File: src/rtl/curve_lut_writer.sv
// curve_lut_writer: builds a 256-entry piecewise-linear contrast curve into the idle bank of a ping-pong LUT.
// Define CURVE_WR_VSYNC_SWAP_EN to hold the bank swap until a frame_vsync rising edge.
module curve_lut_writer #(
  parameter int LUT_AW    = 8,
  parameter int GAIN_FRAC = 4
) (
  input  logic            clk,
  input  logic            rst,
  input  logic            cfg_start,
  input  logic [7:0]      cfg_thresh,
  input  logic [7:0]      cfg_gain_lo,
  input  logic [7:0]      cfg_gain_hi,
  input  logic            frame_vsync,
  output logic            lut_we,
  output logic [LUT_AW:0] lut_waddr,
  output logic [7:0]      lut_wdata,
  output logic            rd_bank,
  output logic            busy,
  output logic            done
);
  typedef enum logic [1:0] {IDLE, CALC, DRAIN, WAIT_SWAP} state_e;
  state_e state_q, state_d;
  logic [7:0] thr_q, glo_q, ghi_q;
  logic [LUT_AW-1:0] x_q, s1_x_q;
  logic drain_q, done_q, rd_bank_q;
  logic s1_v_q, s1_hi_q;
  logic [7:0] s1_d_q;
  logic we_q;
  logic [LUT_AW:0] waddr_q;
  logic [7:0] wdata_q;
  logic take, issue, swap, swap_now;
  logic [15:0] prod;
  logic [12:0] ofs, sum;
  logic [7:0] y_sat;
`ifdef CURVE_WR_VSYNC_SWAP_EN
  logic vsync_q;
  always_ff @(posedge clk) vsync_q <= rst ? 1'b0 : frame_vsync;
  assign swap = frame_vsync & ~vsync_q;
`else
  // Without vsync gating the swap is released one settle cycle into WAIT_SWAP.
  logic settle_q, unused_vsync;
  always_ff @(posedge clk) settle_q <= !rst && state_q == WAIT_SWAP;
  assign swap = settle_q;
  assign unused_vsync = frame_vsync;
`endif
  always_ff @(posedge clk) state_q <= rst ? IDLE : state_d;
  always_comb begin
    state_d = state_q;
    unique case (state_q)
      IDLE:      state_d = take ? CALC : IDLE;
      CALC:      state_d = &x_q ? DRAIN : CALC;
      DRAIN:     state_d = drain_q ? WAIT_SWAP : DRAIN;
      WAIT_SWAP: state_d = swap ? IDLE : WAIT_SWAP;
      default:   state_d = IDLE;
    endcase
  end
  // A start landing on the done cycle is dropped so builds never overlap the swap.
  always_comb begin
    take     = state_q == IDLE && cfg_start && !done_q;
    issue    = state_q == CALC;
    swap_now = state_q == WAIT_SWAP && swap;
    busy     = state_q != IDLE || done_q;
  end
  always_comb begin
    prod  = 16'(s1_d_q) * 16'(s1_hi_q ? ghi_q : glo_q);
    ofs   = 13'(prod >> GAIN_FRAC);
    sum   = s1_hi_q ? 13'(thr_q) + ofs : 13'(thr_q) - ofs;
    y_sat = sum[12] ? 8'h00 : |sum[11:8] ? 8'hFF : sum[7:0];
  end
  always_ff @(posedge clk) begin
    if (rst) begin
      thr_q     <= '0;
      glo_q     <= '0;
      ghi_q     <= '0;
      x_q       <= '0;
      drain_q   <= 1'b0;
      s1_v_q    <= 1'b0;
      s1_hi_q   <= 1'b0;
      s1_d_q    <= '0;
      s1_x_q    <= '0;
      we_q      <= 1'b0;
      waddr_q   <= '0;
      wdata_q   <= '0;
      rd_bank_q <= 1'b0;
      done_q    <= 1'b0;
    end else begin
      if (take) begin
        thr_q <= cfg_thresh;
        glo_q <= cfg_gain_lo;
        ghi_q <= cfg_gain_hi;
        x_q   <= '0;
      end else if (issue) begin
        x_q <= x_q + 1'b1;
      end
      drain_q <= state_q == DRAIN && !drain_q;
      s1_v_q  <= issue;
      s1_hi_q <= 8'(x_q) > thr_q;
      s1_d_q  <= 8'(x_q) > thr_q ? 8'(x_q) - thr_q : thr_q - 8'(x_q);
      s1_x_q  <= x_q;
      we_q    <= s1_v_q;
      if (s1_v_q) begin
        waddr_q <= {~rd_bank_q, s1_x_q};
        wdata_q <= y_sat;
      end
      rd_bank_q <= rd_bank_q ^ swap_now;
      done_q    <= swap_now;
    end
  end
  assign lut_we    = we_q;
  assign lut_waddr = waddr_q;
  assign lut_wdata = wdata_q;
  assign rd_bank   = rd_bank_q;
  assign done      = done_q;
endmodule

File: config.mk
export PLATFORM = sky130hd
export DESIGN_NAME = curve_lut_writer
export DESIGN_NICKNAME = d
export VERILOG_FILES = /design/src/rtl/curve_lut_writer.sv
export SDC_FILE = /design/constraint.sdc
export NUM_CORES = 1
export LEC_CHECK = 0
export CORE_MARGIN = 2
export CORE_UTILIZATION = 55
export DETAILED_ROUTE_END_ITERATION = 10
export DONT_BUFFER_PORTS = 1
export PLACE_DENSITY_LB_ADDON = 0.08
export SYNTH_ARGS = -nofsm -noshare
export SYNTH_HDL_FRONTEND = slang
export SYNTH_SLANG_ARGS = --single-unit
export TNS_END_PERCENT = 5
File: constraint.sdc
create_clock -name clk -period 6.1 [get_ports clk]
set_input_delay 0 -clock clk [delete_from_list [all_inputs] [get_ports clk]]
set_output_delay 0 -clock clk [all_outputs]
set_load 0.02 [all_outputs]
== After elaboration in Yosys (flattened, before gate mapping) ==
Cells that the tools add are included.
Word-level totals
  bits in registers: 74
  bits of input ports: 28
  output and inout bits: 21
  word-level logic and storage cells: 52
Operators by class
  $add $sub $neg: 5
  multiply operators: 1
  magnitude comparators: 1
  equality and inequality tests: 3
  mux-type cells: 10
  bitwise gates (word level): 2
  reduce and logical (&&, ||, !) cells: 14
Operators by type and width (number)
  $mux 8: 4
  $mul 8x8->16: 1
  $sub 8x8->8: 2
  $add 8x12->13: 1
  $mux 13: 1
  $sub 8x12->13: 1
  $add 8x1->8 const B: 1
  $gt 8x8->1: 1
  $pmux 2 s4: 1
  $reduce_and 8->1: 1
  $logic_and 1x1->1: 5
  $eq 2x2->1 const B: 2
  $mux 2: 2
  $reduce_or 4->1: 1
  $logic_not 1->1: 3
  $eq 2x1->1 const B: 1
  $logic_not 2->1: 1
  $mux 1: 2
  $reduce_bool 2->1: 1
  $reduce_or 2->1: 1
  $logic_or 1x1->1: 1
  $not 1->1: 1
  $xor 1x1->1: 1

== Depth between registers and ports, before layout ==
  depth after elaboration: 7
  depth in mapped cells: 28
  depth with buffers taken out: 25

== Worst setup path after synthesis ==
OpenSTA, ideal clock, no wires.
  path type: register to register
  start point: reg s1_hi_q
  end point: reg wdata_q[0] (netlist: lut_wdata[0])
  library setup time: 0.072 ns
  arrival: 6.624 ns
  data required time: 6.028 ns
  slack: -0.595 ns
  stages on the path, launching flop included: 28
  buffers on the path: 2
  cell sequence: dfxtp_1 -> buf_4 -> buf_1 -> mux2i_1 -> nor2b_1 -> fa_1 -> fa_1 -> inv_1 -> fa_1 -> fa_1 -> inv_1 -> ha_1 -> a211oi_1 -> o21ba_2 -> nor2_1 -> nor3b_1 -> nor2_1 -> xor2_1 -> ha_1 -> nand2_1 -> o21ai_0 -> o21ai_0 -> nand2b_1 -> a21oi_1 -> nor2_1 -> and4b_4 -> mux2i_4 -> a2bb2oi_1
On the way
  longest elaborated chain between the ends: 7
RTL lines
  from (decl): line 26  | logic s1_v_q, s1_hi_q;
  from (signal assigned): line 97  | s1_hi_q <= 8'(x_q) > thr_q;
  $mux 8: line 65  | prod = 16'(s1_d_q) * 16'(s1_hi_q ? ghi_q : glo_q);
  $mul 8x8->16: line 65
  $sub 8x12->13 / $add 8x12->13 (equally long branches): line 67  | sum = s1_hi_q ? 13'(thr_q) + ofs : 13'(thr_q) - ofs;
  $mux 13 (*): line 67
  $reduce_or 4->1: line 68  | y_sat = sum[12] ? 8'h00 : |sum[11:8] ? 8'hFF : sum[7:0];
  $mux 8: line 68
  $mux 8 (*): line 68
  to (signal assigned): line 103  | wdata_q <= y_sat;
  to (decl): line 30  | logic [7:0] wdata_q;
Mark *: on every way between the ends. The rest lies on a longest branch, timed or not.
A chain may end at the register's enable or synchronous reset.

== Worst setup path in the final report ==
  start point: reg s1_hi_q
  end point: reg wdata_q[6] (netlist: lut_wdata[6])
Same word-level chain as after synthesis.

==> results.cfg <==
[synth]
ys_top_cells_by_area = dfxtp_1 25%, fa_1 13%, ha_1 12%, nor2b_1 6.7%, a21oi_1 4.6%
synth_xor_xnor_area_share_pct = 4.35
synth_top_flop_cell = dfxtp_1
synth-edff-count = 0
synthMuxAreaShare_pct = 4.90
synth_compound_area_share_pct = 12.9
synth_cells = 703
seq_area_frac_synth_pct = 24.5
synth_fa_ha_area_share_pct = 24.9
syn_avg_cell_area_um2 = 8.60
async_flop_share_pct = 0
synth_top_family_by_area = adder cells
synth_top_area_share_pct = 24.5
ys_types = 59
yosysMostFrequentCell = dfxtp_1
synth.largest_area_cell = dfxtp_1
synth_nets = 828
netlist_top_cells_count = 74 x dfxtp_1, 72 x nand2_1, 65 x nor2b_1
ys.warnings.count = 0
synth_simple_gate_area_share_pct = 23.5
ys_ff_latch = 74
syn_area_mm2 = 0.00605

[timing]
fin_crit_sh_pct = 101
finalClockSkew_ns = 0.00774
drv_slew = 0
fmaxAchievable_ghz = 0.162
grt_setup_unrepaired = true
timing.hold.ws_ns = 0.0391
hold_violations = 0
fin_tns_setup_ns = -0.463
max-slew-margin-rel_pct = 28.5
worstMarginPinSlew_ns = 1.07
finalSetupViolCount = 8
post-route-min-period_ns = 6.17
finalWorstSetupSlack_ns = -0.0724

[clocking]
cts-htree-levels = 3
cts_tree = built
clock_latency_ns = 0.35
cts_sinks = 74
cts_buffers = 9
clockRootBuffer = clkbuf_8
clock_path_buffers = 2
clk_pin_slew_worst_paths_ns = 0.08

[routing]
drcViolationCount = 0
dr.pass1.iters = 4
ant_nets = 0
routedWlPerCell_um = 16.0
drtIter0Drc = 176
wl_um = 15000
via_per_inst = 5.49
num_vias = 5143

[global_routing]
grt_usage_pct = 25.6
grt_pass1_wl_um = 23900
grt_overflow = 0
grt_max_degree = 58
grt_pass1_vias = 5120
antenna_found_initial = 0

[placed_design]
hpwl_um = 10800
placed_cells = 869
place_congestion = 0.868
port_buffers = 0
dpl-instance-area_mm2 = 0.00663

[layout]
final_cells = 937
final_nets = 918
fillers = 802
syn2layout_area_growth_pct = 27.7
drive_gt1_share_pct = 21.3
insertedDiodeCount = 0
fin_area_mm2 = 0.00772

[floorplanning]
die_area_mm2 = 0.0118
core_mm2 = 0.0108
fp.dieW_um = 109
start_util_pct = 56.0
die_y_um = 109
io_pins = 49
row_count = 38

[outcome]
violations = setup timing
outcome = finished with violations

[pwr]
power_density_mw_per_mm2 = 252
p_leak_nw = 3.34
peakVddDrop_mv = 0.219

[worst_setup_path]
cp_data_arrival_time_ns = 6.41
cp-start-kind = flip-flop
worstPathRequired_ns = 6.34
critPathKind = reg -> reg
critPathMaxFanout = 8
end_kind = flip-flop

[flow_run]
cap_viol_max_count = 0

[hold_path]
worstHoldPathType = in -> reg
[through the flow]
stage,setup slack [ns],utilization [%],power (mW)
finish,-0.0724,71.5,1.95
global route,-0.308,71.5,2.07
CTS,-0.00135,68.9,1.86
detailed placement,-0.247,61.4,1.32
global placement,-0.0589,61.4,1.30
floorplan,-0.00222,-,1.09
[repair_timing]
item | in CTS | in global routing
pin swaps | 45 | 43
setup endpoints to repair | 8 | 8
endpoints found under the hold margin | 58 | 0
setup buffers | 14 | 13
hold buffers | 27 | 0
resized for setup | 34 | 36
[routing by layer]
metal / track usage [%] / part of all wire (%) / vias up / routed length (µm)
met5: 0 / 0 / - / 0
met4: 7.42 / 2.1 / 0 / 310
met3: 3.89 / 2.9 / 28 / 439
met2: 44.6 / 51 / 88 / 7710
met1: 32.9 / 43 / 2477 / 6510
li1: - / - / 2550 / -
[sequential cells by signal (all words and copies together) (netlist names), 8 cells and up]
| name | cells |
|---|---|
| lut_waddr | 9 |
| lut_wdata | 8 |
| thr_q | 8 |
| x_q | 8 |
| glo_q | 8 |
| ghi_q | 8 |
| s1_d_q | 8 |
| s1_x_q | 8 |
[report_power, final]
part / switching (mW) / internal (mW)
Combinational: 0.437 / 0.472
Clock: 0.196 / 0.272
Sequential: 0.0584 / 0.514
Total: 0.691 / 1.26
[critical path, stage by stage (launching register included)]
cell	delay (ns)
dfxtp_2	0.36
buf_12	0.14
mux2i_4	0.33
buf_6	0.14
nor2b_2	0.04
fa_2	0.37
fa_1	0.45
ha_1	0.29
inv_1	0.05
fa_1	0.50
inv_2	0.05
ha_4	0.26
nand3_2	0.08
or4_4	0.46
a211oi_4	0.40
xor2_1	0.22
ha_1	0.28
a21o_1	0.17
a21oi_2	0.19
o21ai_2	0.10
o21ai_2	0.15
nand2b_1	0.08
a21oi_2	0.17
nor2_1	0.06
and4b_4	0.23
mux2i_4	0.19
buf_12	0.14
a2bb2oi_2	0.15
[path summary, 6_finish.rpt]
kind,startpoint,end,slack (ns),cells after the start
max reg2reg,s1_hi_q,lut_wdata[6],-0.07,27
min reg2reg,drain_q,drain_q,0.43,1
min,rst,x_q[7],0.04,2
max,s1_hi_q,lut_wdata[6],-0.07,27
[cell families after synthesis]
family	count (synthesis)
flops	74
fa+ha+maj	97
simple gates	273
xor+xnor	30
buf+inv	79
compound gates	124
mux	26
[cell usage in the layout, fill, tap and decap left out, drive strengths merged, types with 3 or more instances in the layout]
cell type / n
a211oi: 4
a21o: 8
a21oi: 57
a2bb2oi: 8
a31oi: 3
and2: 12
and3: 5
buf: 75
bufinv: 3
clkbuf: 9
dfxtp: 74
dlygate4sd3: 26
fa: 39
ha: 58
inv: 58
mux2: 6
mux2i: 20
nand2: 72
nand2b: 12
nand3: 13
nand4: 6
nor2: 56
nor2b: 65
nor3: 8
nor3b: 5
nor4: 3
o211ai: 3
o21ai: 19
o21bai: 3
o31ai: 3
or3: 4
xnor2: 21
xor2: 9
[area by class of cell]
| class | instances | area, µm² | share of cell area (%) |
|---|---|---|---|
| clock buffer | 9 | 124 | 1.60 |
| clock inverter | 6 | 115 | 1.49 |
| inverter | 57 | 214 | 2.77 |
| multi-input combinational | 550 | 4710 | 61.0 |
| sequential | 74 | 1480 | 19.2 |
| tap | 140 | 175 | 2.27 |
| timing repair buffer | 101 | 896 | 11.6 |
(Power assumes the default switching activity.)
